## config.mk

```make
export PLATFORM = sky130hd
export DESIGN_NAME = uart_receiver
export DESIGN_NICKNAME = d
export VERILOG_FILES = /design/src/rtl/uart_receiver.sv
export SDC_FILE = /design/constraint.sdc
export NUM_CORES = 1
export LEC_CHECK = 0
export BUFFER_PORTS_ARGS = -buffer_cell sky130_fd_sc_hd__buf_2
export CORE_UTILIZATION = 60
export DETAILED_ROUTE_END_ITERATION = 8
export PLACE_DENSITY = 0.87
export SYNTH_ARGS = -nofsm -noshare
export SYNTH_HDL_FRONTEND = slang
export SYNTH_SLANG_ARGS = --single-unit
```

## constraint.sdc

```tcl
create_clock -name clk_100MHz -period 4.9 [get_ports clk_100MHz]
set_input_delay 0 -clock clk_100MHz [delete_from_list [all_inputs] [get_ports clk_100MHz]]
set_output_delay 0 -clock clk_100MHz [all_outputs]
set_load 0.005 [all_outputs]
```

## src/rtl/uart_receiver.sv

```systemverilog
// UART receiver: oversampled mid-bit sampling of an idle-high rx line into DBITS-wide words,
// with a one-cycle data_ready strobe, framing-error strobe and break (held-low line) handling.
module uart_receiver #(
    parameter int DBITS   = 8,
    parameter int SB_TICK = 16,
    parameter int OVS     = 16
) (
    input  logic             clk_100MHz,
    input  logic             reset,
    input  logic             sample_tick,
    input  logic             rx,
    output logic [DBITS-1:0] data_out,
    output logic             data_ready,
    output logic             framing_error,
    output logic             busy
);

    // The tick counter must also reach SB_TICK-1, which can exceed OVS-1 for 1.5/2 stop bits.
    localparam int SW_BASE = $clog2(OVS) + 1;
    localparam int SW      = (SW_BASE > $clog2(SB_TICK)) ? SW_BASE : $clog2(SB_TICK);
    localparam int NW      = $clog2(DBITS);

    localparam logic [SW-1:0] S_MID  = SW'(OVS / 2 - 1);
    localparam logic [SW-1:0] S_BIT  = SW'(OVS - 1);
    localparam logic [SW-1:0] S_STOP = SW'(SB_TICK - 1);
    localparam logic [NW-1:0] N_LAST = NW'(DBITS - 1);

    typedef enum logic [2:0] {
        ST_IDLE,
        ST_START,
        ST_DATA,
        ST_STOP,
        ST_BREAK
    } state_t;

    state_t           state_q, state_d;
    logic [SW-1:0]    s_q, s_d;
    logic [NW-1:0]    n_q, n_d;
    logic [DBITS-1:0] shreg_q, shreg_d;
    logic [DBITS-1:0] data_q, data_d;
    logic             ready_q, ready_d;
    logic             ferr_q, ferr_d;
    logic [1:0]       sync_q;
    logic             rx_sync;

    assign rx_sync = sync_q[1];

    always_ff @(posedge clk_100MHz or posedge reset) begin
        if (reset) begin
            state_q <= ST_IDLE;
            s_q     <= '0;
            n_q     <= '0;
            shreg_q <= '0;
            data_q  <= '0;
            ready_q <= 1'b0;
            ferr_q  <= 1'b0;
            sync_q  <= 2'b11;
        end else begin
            // NOTE: non-blocking assignments here so every register samples pre-edge values.
            state_q <= state_d;
            s_q     <= s_d;
            n_q     <= n_d;
            shreg_q <= shreg_d;
            data_q  <= data_d;
            ready_q <= ready_d;
            ferr_q  <= ferr_d;
            sync_q  <= {sync_q[0], rx};
        end
    end

    always_comb begin
        // NOTE: every output of this block gets a default first, so no path can infer a latch.
        state_d = state_q;
        s_d     = s_q;
        n_d     = n_q;
        shreg_d = shreg_q;
        data_d  = data_q;
        ready_d = 1'b0;
        ferr_d  = 1'b0;

        case (state_q)
            ST_IDLE: begin
                if (!rx_sync) begin
                    state_d = ST_START;
                    s_d     = '0;
                end
            end
            ST_START: begin
                if (sample_tick) begin
                    if (s_q == S_MID) begin
                        if (!rx_sync) begin
                            state_d = ST_DATA;
                            s_d     = '0;
                            n_d     = '0;
                        end else begin
                            state_d = ST_IDLE;
                        end
                    end else begin
                        s_d = s_q + SW'(1);
                    end
                end
            end
            ST_DATA: begin
                if (sample_tick) begin
                    if (s_q == S_BIT) begin
                        shreg_d = {rx_sync, shreg_q[DBITS-1:1]};
                        s_d     = '0;
                        if (n_q == N_LAST) begin
                            state_d = ST_STOP;
                        end else begin
                            n_d = n_q + NW'(1);
                        end
                    end else begin
                        s_d = s_q + SW'(1);
                    end
                end
            end
            ST_STOP: begin
                if (sample_tick) begin
                    if (s_q == S_STOP) begin
                        if (rx_sync) begin
                            data_d  = shreg_q;
                            ready_d = 1'b1;
                            state_d = ST_IDLE;
                        end else begin
                            ferr_d  = 1'b1;
                            state_d = ST_BREAK;
                        end
                    end else begin
                        s_d = s_q + SW'(1);
                    end
                end
            end
            // A line held low after a bad stop bit must not decode as a stream of zero bytes.
            ST_BREAK: begin
                if (rx_sync) begin
                    state_d = ST_IDLE;
                end
            end
            default: state_d = ST_IDLE;
        endcase
    end

    assign data_out      = data_q;
    assign data_ready    = ready_q;
    assign framing_error = ferr_q;
    assign busy          = (state_q != ST_IDLE);

endmodule

```

[Word level (Yosys, flattened, before mapping)]
Index checks and enable logic that the tools add are counted.
Operators by class
  $add $sub $neg: 2
  multiply operators: 0
  divide/modulo/power cells: 0
  order comparisons: 0
  equal/unequal tests: 19
  shifts and indexed selects: 0
  multiplexer cells: 35
  bitwise gates (word level): 0
  reduce and logical (&&, ||, !) cells: 9
Operator list (count)
  $mux 3: 16
  $mux 5: 7
  $ne 2x2->1 const B: 12
  $pmux 5 s4: 1
  $pmux 3 s5: 1
  $reduce_and 9->1: 1
  $mux 1: 8
  $reduce_and 7->1: 1
  $eq 3x2->1 const B: 2
  $eq 3x3->1 const B: 2
  $pmux 3 s2: 1
  $add 5x1->5 const B: 1
  $eq 5x3->1 const B: 1
  $eq 5x4->1 const B: 1
  $reduce_and 5->1: 1
  $reduce_and 4->1: 1
  $reduce_bool 4->1: 1
  $add 3x1->3 const B: 1
  $eq 3x1->1 const B: 1
  $logic_not 3->1: 1
  $reduce_and 3->1: 1
  $reduce_bool 3->1: 1
  $mux 2: 1
  $reduce_bool 2->1: 1
Word-level totals
  register bits: 31
  bits in latches: 0
  bits in writable memories: 0
  memory bits (read-only): 0
  bits of input ports: 4
  memories kept: 0

[Depth between registers and ports, before layout]
Gate-level depths: netlist of the first run.
  word-level depth: 5
  mapped depth: 7
  mapped depth without buffers: 7

[Worst setup path after synthesis of the first run]
Ideal clock, no wire load.
  kind: register to register
  start: register s_q[0]
  end: register n_q[0]
  setup time: 0.128 ns
  arrival time: 1.846 ns
  slack: 2.926 ns
  cell stages (with the launch flop): 8
  buffers on the path: 0
  period minus slack after synthesis: 1.974 ns
  cells stage by stage: dfrtp_1 > ha_1 > and3_1 > ha_1 > nand4b_1 > o22a_1 > nor3_2 > mux2_1
Between the ends
  word-level cells in the longest chain between the ends: 3
  elaborated cells between the ends (all ways): 5
Ends and longest elaborated chain
  start, declared: line 37  | logic [SW-1:0] s_q, s_d;
  start signal, assigned: line 51  | s_q <= '0;
  start signal, assigned: line 61  | s_q <= s_d;
  $eq 5x4->1 / $eq 5x3->1 (equally long branches): line 105, 90
  $ne 2x2->1 (no line)
  $reduce_and 7->1 (no line) *
  end signal, assigned: line 62  | n_q <= n_d;
  end, declared: line 38  | logic [NW-1:0] n_q, n_d;
Mark *: on every way between the ends. The rest lies on a longest branch, timed or not.
A chain may end at the register's enable or synchronous reset.

[Final worst setup path of the first run]
  start: register s_q[0]
  end: register n_q[1]
Same word-level chain as after synthesis.

==> impl_metrics.json, run 1 <==
{
  "outcome": "complete, no violations",
  "clk_path_buf_depth": 2,
  "cts_num_sinks": 31,
  "ys_warn_count": 0,
  "initialDrtViolationCount": 16,
  "fin_skew_ns": 0.00686,
  "p_leak_nw": 0.906,
  "routed-via-count": 1041,
  "ios": 15,
  "post-place-ws_ns": 2.73,
  "yosysUniqueCellTypes": 42,
  "routed_via_density": 5.88,
  "final_core_util": 0.698,
  "dr.pass1.iters": 4,
  "placed_cell_area_um2": 1640,
  "nets": 157,
  "async_flop_share": 1.00,
  "ys_seq_elements": 31,
  "postRouteAntennaNets": 0,
  "hold_path.startpoint": "sample_tick",
  "wl_per_cell_um": 15.5,
  "p_comb_frac": 0.280,
  "grt_pass1_wl_um": 4450,
  "internal_power_mw": 0.439,
  "startpoint": "s_q[0]",
  "diodes": 0,
  "max_slew_margin": 0.274,
  "finalCritPeriodShare": 0.443,
  "setup_viol": 0,
  "clkPwrFrac": 0.217,
  "syn_inst": 129,
  "netlist_area_um2": 1560,
  "post-route-cell-area_um2": 1710,
  "grt_max_degree": 32,
  "cts_root_buf": "clkbuf_4",
  "end_kind": "flip-flop",
  "wirelength_um": 2750,
  "avgSynthCellArea_um2": 12.1,
  "yosys.area.top_type": "dfrtp_1",
  "p_sw_mw": 0.229,
  "rrSetupSlack_ns": 2.73,
  "ir_worst_vdd_v": 0.000303,
  "yosysSeqAreaShare": 0.500,
  "cp_max_fo": 7,
  "max_freq_ghz": 0.460,
  "dp.cells": 168,
  "h-tree-depth": 2,
  "cts_buffers": 5,
  "whs_ns": 0.114,
  "die_h_um": 53.0,
  "synthFlopType": "dfrtp_1",
  "grt_pass1_vias": 1037,
  "floorplan.initialDensity": 0.635,
  "antenna_found_initial": 0,
  "hp-class": "input port to flip-flop",
  "gp_congestion": 0.880,
  "cts_tree": "done",
  "synth_top_cell_area_share": 0.466,
  "die_w_um": 53.0,
  "synth_commonest_cells": "29 x dfrtp_1, 8 x mux2_4, 8 x nor2_1",
  "die-area_um2": 2800,
  "area_delta_synth_final_pct": 9.96,
  "holdBufCountCts": 2,
  "dp_hpwl_um": 1960,
  "report.final.slew_viol_count": 0,
  "cp.required_ns": 5.11,
  "drc": 0,
  "clk_pin_slew_ns": 0.09,
  "io_buffers": 14,
  "grt.overflow.total": 0,
  "critPathLaunchType": "flip-flop",
  "drive_above_1_share": 0.286,
  "cts_setup_buffers": 0,
  "cts_resized": 0,
  "totalPowerFinal_mw": 0.668,
  "yosys-top-cells-area": "dfrtp_1 47%, mux2_4 7.7%, mux2_1 5.1%",
  "rsz0062_at_grt": "false",
  "synth.net_count": 139,
  "yosysMostFrequentCell": "dfrtp_1",
  "max_slew.worst_pin.slew_ns": 1.09,
  "worstSetupPathType": "flip-flop to flip-flop",
  "powerDensity_nw_per_um2": 390,
  "p_seq_frac": 0.502,
  "maxCapViolCount": 0,
  "power.share.switching": 0.343,
  "synth_edf_count": 0,
  "hold_viol": 0,
  "setup_ws_ns": 2.73,
  "grt_usage": 0.229,
  "clock_latency_ns": 0.32,
  "tns_ns": 0,
  "fin_cells": 177,
  "fin_crit_ns": 2.17,
  "cp.arrival_ns": 2.38,
  "coreArea_um2": 2450,
  "rr_startpoint": "s_q[0]",
  "fp-row-count": 18
}
==> registers in the layout, summed over array words and instances, names as in the netlist <==
register and cells:
framing_error 1, data_out 8, shreg_q 8, data_ready 1, sync_q 2, s_q 5, n_q 3, state_q 3
==> area by class of cell <==
class	count	area, um^2
clock buffers	6	51.3
repair buffers	16	90.1
fillers	177	742
clock inverters	1	5.00
multi-input cells	86	724
inverters	7	26.3
flip-flops and latches	31	778
well taps	30	37.5
==> power groups by stage <==
stage / registers, mW / clock network (mW) / logic [mW]
after detailed placement: 0.340 / 0 / 0.187
after global routing: 0.342 / 0.163 / 0.214
after CTS: 0.335 / 0.152 / 0.189
final: 0.335 / 0.145 / 0.187
after floorplan: 0.304 / 0 / 0.189
after global placement: 0.336 / 0 / 0.180
==> metal layers <==
layer	vias up	track usage	wire length (um)
li1	499	-	-
met1	510	0.269	1180
met2	28	0.380	1410
met3	4	0.0690	124
met4	0	0.110	35
met5	-	0	0
==> worst paths after layout <==
| kind | end | cells past startpoint |
|---|---|---|
| max in group asynchronous | data_out[5] | 3 |
| min reg2reg | sync_q[1] | 0 |
| min in group asynchronous | n_q[1] | 3 |
| min | state_q[1] | 4 |
| max reg2reg | n_q[1] | 7 |
| max | n_q[1] | 7 |
==> critical path, cell delays in order (launching register included) <==
cell      delay (ns)
dfrtp_1         0.38
ha_1            0.22
and3_1          0.22
ha_1            0.28
nand4b_1        0.12
o22a_1          0.21
nor3_2          0.26
mux2_1          0.37
==> cells by family after synthesis <==
logic type | share of synthesized area
buf+inv | 0.0353
fa+ha+maj | 0.0482
simple gates | 0.158
flops | 0.500
compound gates | 0.0819
mux | 0.177
==> cells in the final DEF, fill, tap and decap left out, types with 4 or more instances in the layout <==
cell	count
nor3_1	4
mux2_4	8
clkbuf_4	5
buf_2	14
nand2b_1	5
nand2_1	5
mux2_2	5
ha_1	6
mux2_1	7
nor2_1	8
dfrtp_1	29
inv_1	6
nand3_1	4
a21oi_1	5
Note: power is estimated with default switching activity, not from simulation.
==> run 2: changes to the inputs <==
- ABC_AREA: default -> 1
- CORE_UTILIZATION: 60 -> 53
- PLACE_DENSITY: 0.87 -> 0.81
- clock period: 4.9 -> 1.75 ns (I/O delays scaled with it)
==> impl_metrics.json, run 2 <==
{
  "outcome": "complete, no violations",
  "die-area_um2": 3420,
  "clk_pin_slew_ns": 0.10,
  "fp-row-count": 20,
  "yosysSeqAreaShare": 0.460,
  "ys_seq_elements": 31,
  "grt_max_degree": 32,
  "layout_common_cells": "66 x nand2_1, 29 x dfrtp_1, 24 x inv_1",
  "top_layer": "met4",
  "cp_max_fo": 4,
  "whs_ns": 0.265,
  "clk_path_buf_depth": 2,
  "yosys-top-cells-area": "dfrtp_1 43%, nand2_1 16%, o21ai_2 7.8%",
  "powerDensity_nw_per_um2": 1130,
  "hp-class": "input port to asynchronous set/reset pin",
  "dr.pass1.iters": 4,
  "ios": 15,
  "max_slew.worst_pin.slew_ns": 0.373,
  "drive_above_1_share": 0.328,
  "tns_ns": 0,
  "crit_path_top_delay_cell": "dfrtp_1",
  "worstSetupPathType": "flip-flop to flip-flop",
  "die_h_um": 58.5,
  "critPathLaunchType": "flip-flop",
  "max_slew_margin": 0.751,
  "async_flop_share": 1.00,
  "setup_viol": 0,
  "diodes": 0,
  "avgSynthCellArea_um2": 8.42,
  "floorplan.initialDensity": 0.559,
  "critical-path-max-stage-delay_ns": 0.41,
  "coreArea_um2": 3030,
  "grt_pass1_wl_um": 5490,
  "maxCapViolCount": 0,
  "wl_per_cell_um": 11.7,
  "wl_met2_um": 1590,
  "crit_chain": "ha_2, nand2_2, nor2_4, ha_2, nand2_1, nand2_1, nand2_1, nor2_2, nand2_2, nand2_1, nand2_1",
  "dp_hpwl_um": 2240,
  "wl_met3_um": 103,
  "p_leak_nw": 1.04,
  "hold_viol": 0,
  "ir_worst_vdd_v": 0.000564,
  "wl_met1_um": 1450,
  "finalCritPeriodShare": 0.952,
  "gp_congestion": 0.809,
  "fin_crit_ns": 1.67,
  "ff2ff_path_depth": 11,
  "syn_inst": 201,
  "grt.overflow.total": 0,
  "final_common_cell": "nand2_1",
  "postRouteAntennaNets": 0,
  "end_kind": "flip-flop",
  "wirelength_um": 3200,
  "fill_cells": 275,
  "path_delay_family": "simple AND/OR/NAND/NOR gates",
  "cp.arrival_ns": 1.91,
  "path_common_cell": "nand2_1",
  "netlist_area_um2": 1690,
  "clock_latency_ns": 0.34,
  "yosys.area.top_type": "dfrtp_1",
  "totalPowerFinal_mw": 2.20,
  "fin_skew_ns": 0.00956,
  "drc": 0,
  "io_buffers": 14,
  "routed-via-count": 1347,
  "yosysUniqueCellTypes": 20,
  "max_freq_ghz": 0.600,
  "initialDrtViolationCount": 78,
  "cp.required_ns": 1.99,
  "synth_top_cell_area_share": 0.429,
  "yosysMostFrequentCell": "nand2_1",
  "nets": 238,
  "cts_tree": "done",
  "ys_warn_count": 0,
  "area_delta_synth_final_pct": 15.2,
  "die_w_um": 58.5,
  "routed_via_density": 4.93,
  "crit_cells": 11,
  "grt_usage": 0.224,
  "h-tree-depth": 2,
  "report.final.slew_viol_count": 0,
  "synthFlopType": "dfrtp_1",
  "cts_buffers": 5,
  "grt_pass1_vias": 1205,
  "synth_commonest_cells": "71 x nand2_1, 29 x dfrtp_1, 25 x inv_1",
  "cts_num_sinks": 31,
  "synth.net_count": 211,
  "synth_edf_count": 0,
  "cts_root_buf": "clkbuf_4",
  "antenna_found_initial": 0,
  "crit_buf_inv": 0
}
-- run 2: layout make-up --
cell class	instances	area [um^2]	share of cell area
flip-flops and latches	31	778	0.399
well taps	44	55.1	0.0283
inverters	28	105	0.0539
multi-input cells	141	830	0.426
clock inverters	1	5.00	0.00257
repair buffers	21	130	0.0668
clock buffers	7	45.0	0.0231
-- run 2: cell families (layout without fill, tap and decap cells) --
group / after synthesis / in the layout / share of synthesized area
buffers and inverters: 30 / 57 / 0.0806
adder cells (fa/ha/maj): 6 / 6 / 0.0444
AO/OA/AOI/OAI: 15 / 15 / 0.0777
AND/OR/NAND/NOR: 119 / 120 / 0.337
flip-flops: 31 / 31 / 0.460
-- run 2: repair_timing --
action                                  CTS  global route
hold endpoints to repair                 31             0
pin swaps                                 1             2
gates cloned                              1             0
hold buffers                              3             0
buffers inserted                          0             3
endpoints found under the setup margin    9            27
resized for setup                         3            10
-- run 2: final timing paths --
path                            startpoint         end  slack, ns
worst max-delay path                s_q[0]  state_q[1]       0.08
worst min-delay path                 reset  shreg_q[7]       0.27
worst max register to register      s_q[0]  state_q[1]       0.08
worst min register to register   sync_q[0]   sync_q[1]       0.36
max in group asynchronous            reset   sync_q[1]       1.17
min in group clk_100MHz                 rx   sync_q[0]       0.31
-- run 2: per-layer routing --
layer  vias up  track usage
met5         -            0
met4         0       0.0918
met3         8       0.0725
met2        19        0.361
met1       639        0.280
li1        681            -
-- run 2: power breakdown --
group          leakage (nW)  switching, mW  internal [mW]  total, mW
Combinational         0.593          0.601          0.321      0.922
Sequential            0.422         0.0909          0.780      0.871
Clock                0.0293          0.247          0.156      0.403
Total                  1.04          0.939           1.26       2.20
-- run 2: through the flow --
stage / cells / setup WS [ns] / cell area [um^2] / util
after global routing: 273 / -0.0364 / 1950 / 0.643
after CTS: 270 / 0.00206 / 1900 / 0.626
after global placement: 258 / 0.0406 / 1790 / 0.592
after floorplan: 201 / 0.147 / 1690 / -
final: 273 / 0.0832 / 1950 / 0.643
after detailed placement: 258 / -0.0561 / 1790 / 0.592
-- run 2: worst register-to-register path, cell delays in order (launching register included) --
cell     delay [ns]
dfrtp_1        0.41
ha_2           0.21
nand2_2        0.08
nor2_4         0.11
ha_2           0.21
nand2_1        0.06
nand2_1        0.06
nand2_1        0.06
nor2_2         0.18
nand2_2        0.09
nand2_1        0.06
nand2_1        0.05
==> run 3: changes to the inputs <==
- CORE_UTILIZATION: 53 -> 45
- PLACE_DENSITY: 0.81 -> 0.71
==> impl_metrics.json, run 3 (synthesized netlist as in run 2, its figures left out) <==
{
  "outcome": "complete, no violations",
  "hp-class": "input port to flip-flop",
  "cp_max_fo": 4,
  "clk_path_buf_depth": 2,
  "antenna_found_initial": 0,
  "floorplan.initialDensity": 0.488,
  "final_common_cell": "nand2_1",
  "critPathLaunchType": "flip-flop",
  "grt_usage": 0.179,
  "crit_path_top_delay_cell": "dfrtp_1",
  "fin_skew_ns": 0.00708,
  "postRouteAntennaNets": 0,
  "dr.pass1.iters": 4,
  "critical-path-max-stage-delay_ns": 0.43,
  "multi_input_area_um2": 846,
  "crit_chain": "ha_4, nand2_4, nor2_4, ha_2, inv_1, nand2_1, nand2_1, nand2_1, nor2_2, nand3_2, nand2_1, nand2_1",
  "path_delay_family": "simple AND/OR/NAND/NOR gates",
  "fp-row-count": 21,
  "h-tree-depth": 2,
  "cts_num_sinks": 31,
  "io_buffers": 14,
  "routed-via-count": 1214,
  "die_w_um": 63.3,
  "clk_pin_slew_ns": 0.06,
  "report.final.slew_viol_count": 0,
  "coreArea_um2": 3470,
  "grt_max_degree": 32,
  "whs_ns": 0.102,
  "cp.arrival_ns": 1.78,
  "fin_cells": 271,
  "setup_viol": 0,
  "initialDrtViolationCount": 50,
  "cts_root_buf": "clkbuf_8",
  "diodes": 0,
  "fill_cells": 332,
  "die_h_um": 63.3,
  "drive_above_1_share": 0.316,
  "p_leak_nw": 1.06,
  "worstSetupPathType": "flip-flop to flip-flop",
  "hold_viol": 0,
  "grt_pass1_vias": 1245,
  "end_kind": "flip-flop",
  "maxCapViolCount": 0,
  "die-area_um2": 4010,
  "cts_tree": "done",
  "dp_hpwl_um": 2080,
  "nets": 234,
  "clock_latency_ns": 0.28,
  "max_slew_margin": 0.746,
  "layout_common_cells": "70 x nand2_1, 29 x dfrtp_1, 24 x inv_1",
  "gp_congestion": 0.851,
  "powerDensity_nw_per_um2": 1220,
  "path_common_cell": "nand2_1",
  "area_delta_synth_final_pct": 18.5,
  "grt_pass1_wl_um": 5500,
  "crit_buf_inv": 1,
  "drc": 0,
  "ir_worst_vdd_v": 0.000515,
  "max_slew.worst_pin.slew_ns": 0.381,
  "rsz0062_at_grt": "true",
  "totalPowerFinal_mw": 2.45,
  "ios": 15,
  "wl_per_cell_um": 10.8,
  "routed_via_density": 4.48,
  "wirelength_um": 2920,
  "grt.overflow.total": 0,
  "finalCritPeriodShare": 0.920,
  "fin_crit_ns": 1.61,
  "max_freq_ghz": 0.621,
  "cts_buffers": 5,
  "cp.required_ns": 1.92,
  "dp.cells": 260,
  "regArea_um2": 778
}
run 3: changes by cell type in the layout (fill, tap and decap cells not counted), moves of 2 or more:
cell,delta
clkbuf_8,+6
buf_4,-3
nand2_1,+4
nand2_2,-5
clkbuf_4,-5
clkbuf_1,-2
run 3: worst register-to-register path, cell delays in order, from the launching register on:
cell and delay [ns]:
dfrtp_1 0.43, ha_4 0.19, nand2_4 0.08, nor2_4 0.04, ha_2 0.17, inv_1 0.05
nand2_1 0.04, nand2_1 0.07, nand2_1 0.06, nor2_2 0.13, nand3_2 0.11, nand2_1 0.07
nand2_1 0.05
run 3: repair_timing:
action,in CTS,in global routing
hold buffers,2,0
endpoints found under the hold margin,30,0
gates resized for setup,3,11
setup buffers,0,0
pin swaps,1,6
setup endpoints to repair,11,28
gates cloned,1,0
run 3: final cells by class:
class | count | share of cell area
Clock buffer | 6 | 0.0412
Timing Repair Buffer | 17 | 0.0487
Sequential cell | 31 | 0.388
Clock inverter | 2 | 0.0175
Tap cell | 46 | 0.0287
Inverter | 28 | 0.0537
Multi-Input combinational cell | 141 | 0.422
run 3: routing by layer:
metal  track usage  routed length (um)
met5             0                   0
met4        0.0938                  61
met3        0.0326                  72
met2         0.277                1280
met1         0.237                1510
run 3: final timing paths:
check	end	depth (start not counted)	slack (ns)	from
min in group asynchronous	state_q[2]	4	0.34	reset
max in group asynchronous	sync_q[0]	4	1.09	reset
setup / recovery	s_q[0]	12	0.14	s_q[0]
hold / removal	framing_error	3	0.10	sample_tick
hold reg to reg	sync_q[1]	0	0.36	sync_q[0]
setup reg to reg	s_q[0]	12	0.14	s_q[0]
run 3: through the flow:
step,utilization,setup WS [ns],cell area (um^2),TNS (ns)
final,0.578,0.140,2000,0
after global routing,0.578,-0.0344,2000,-0.0969
after CTS,0.563,0.00436,1950,0
after detailed placement,0.518,-0.0492,1800,-0.322
after global placement,0.518,0.0315,1800,0
after floorplan,-,0.147,1690,0
run 3: power breakdown:
group | switching (mW) | internal [mW]
Combinational | 0.558 | 0.282
Clock | 0.266 | 0.460
Sequential | 0.0993 | 0.781
Total | 0.923 | 1.52
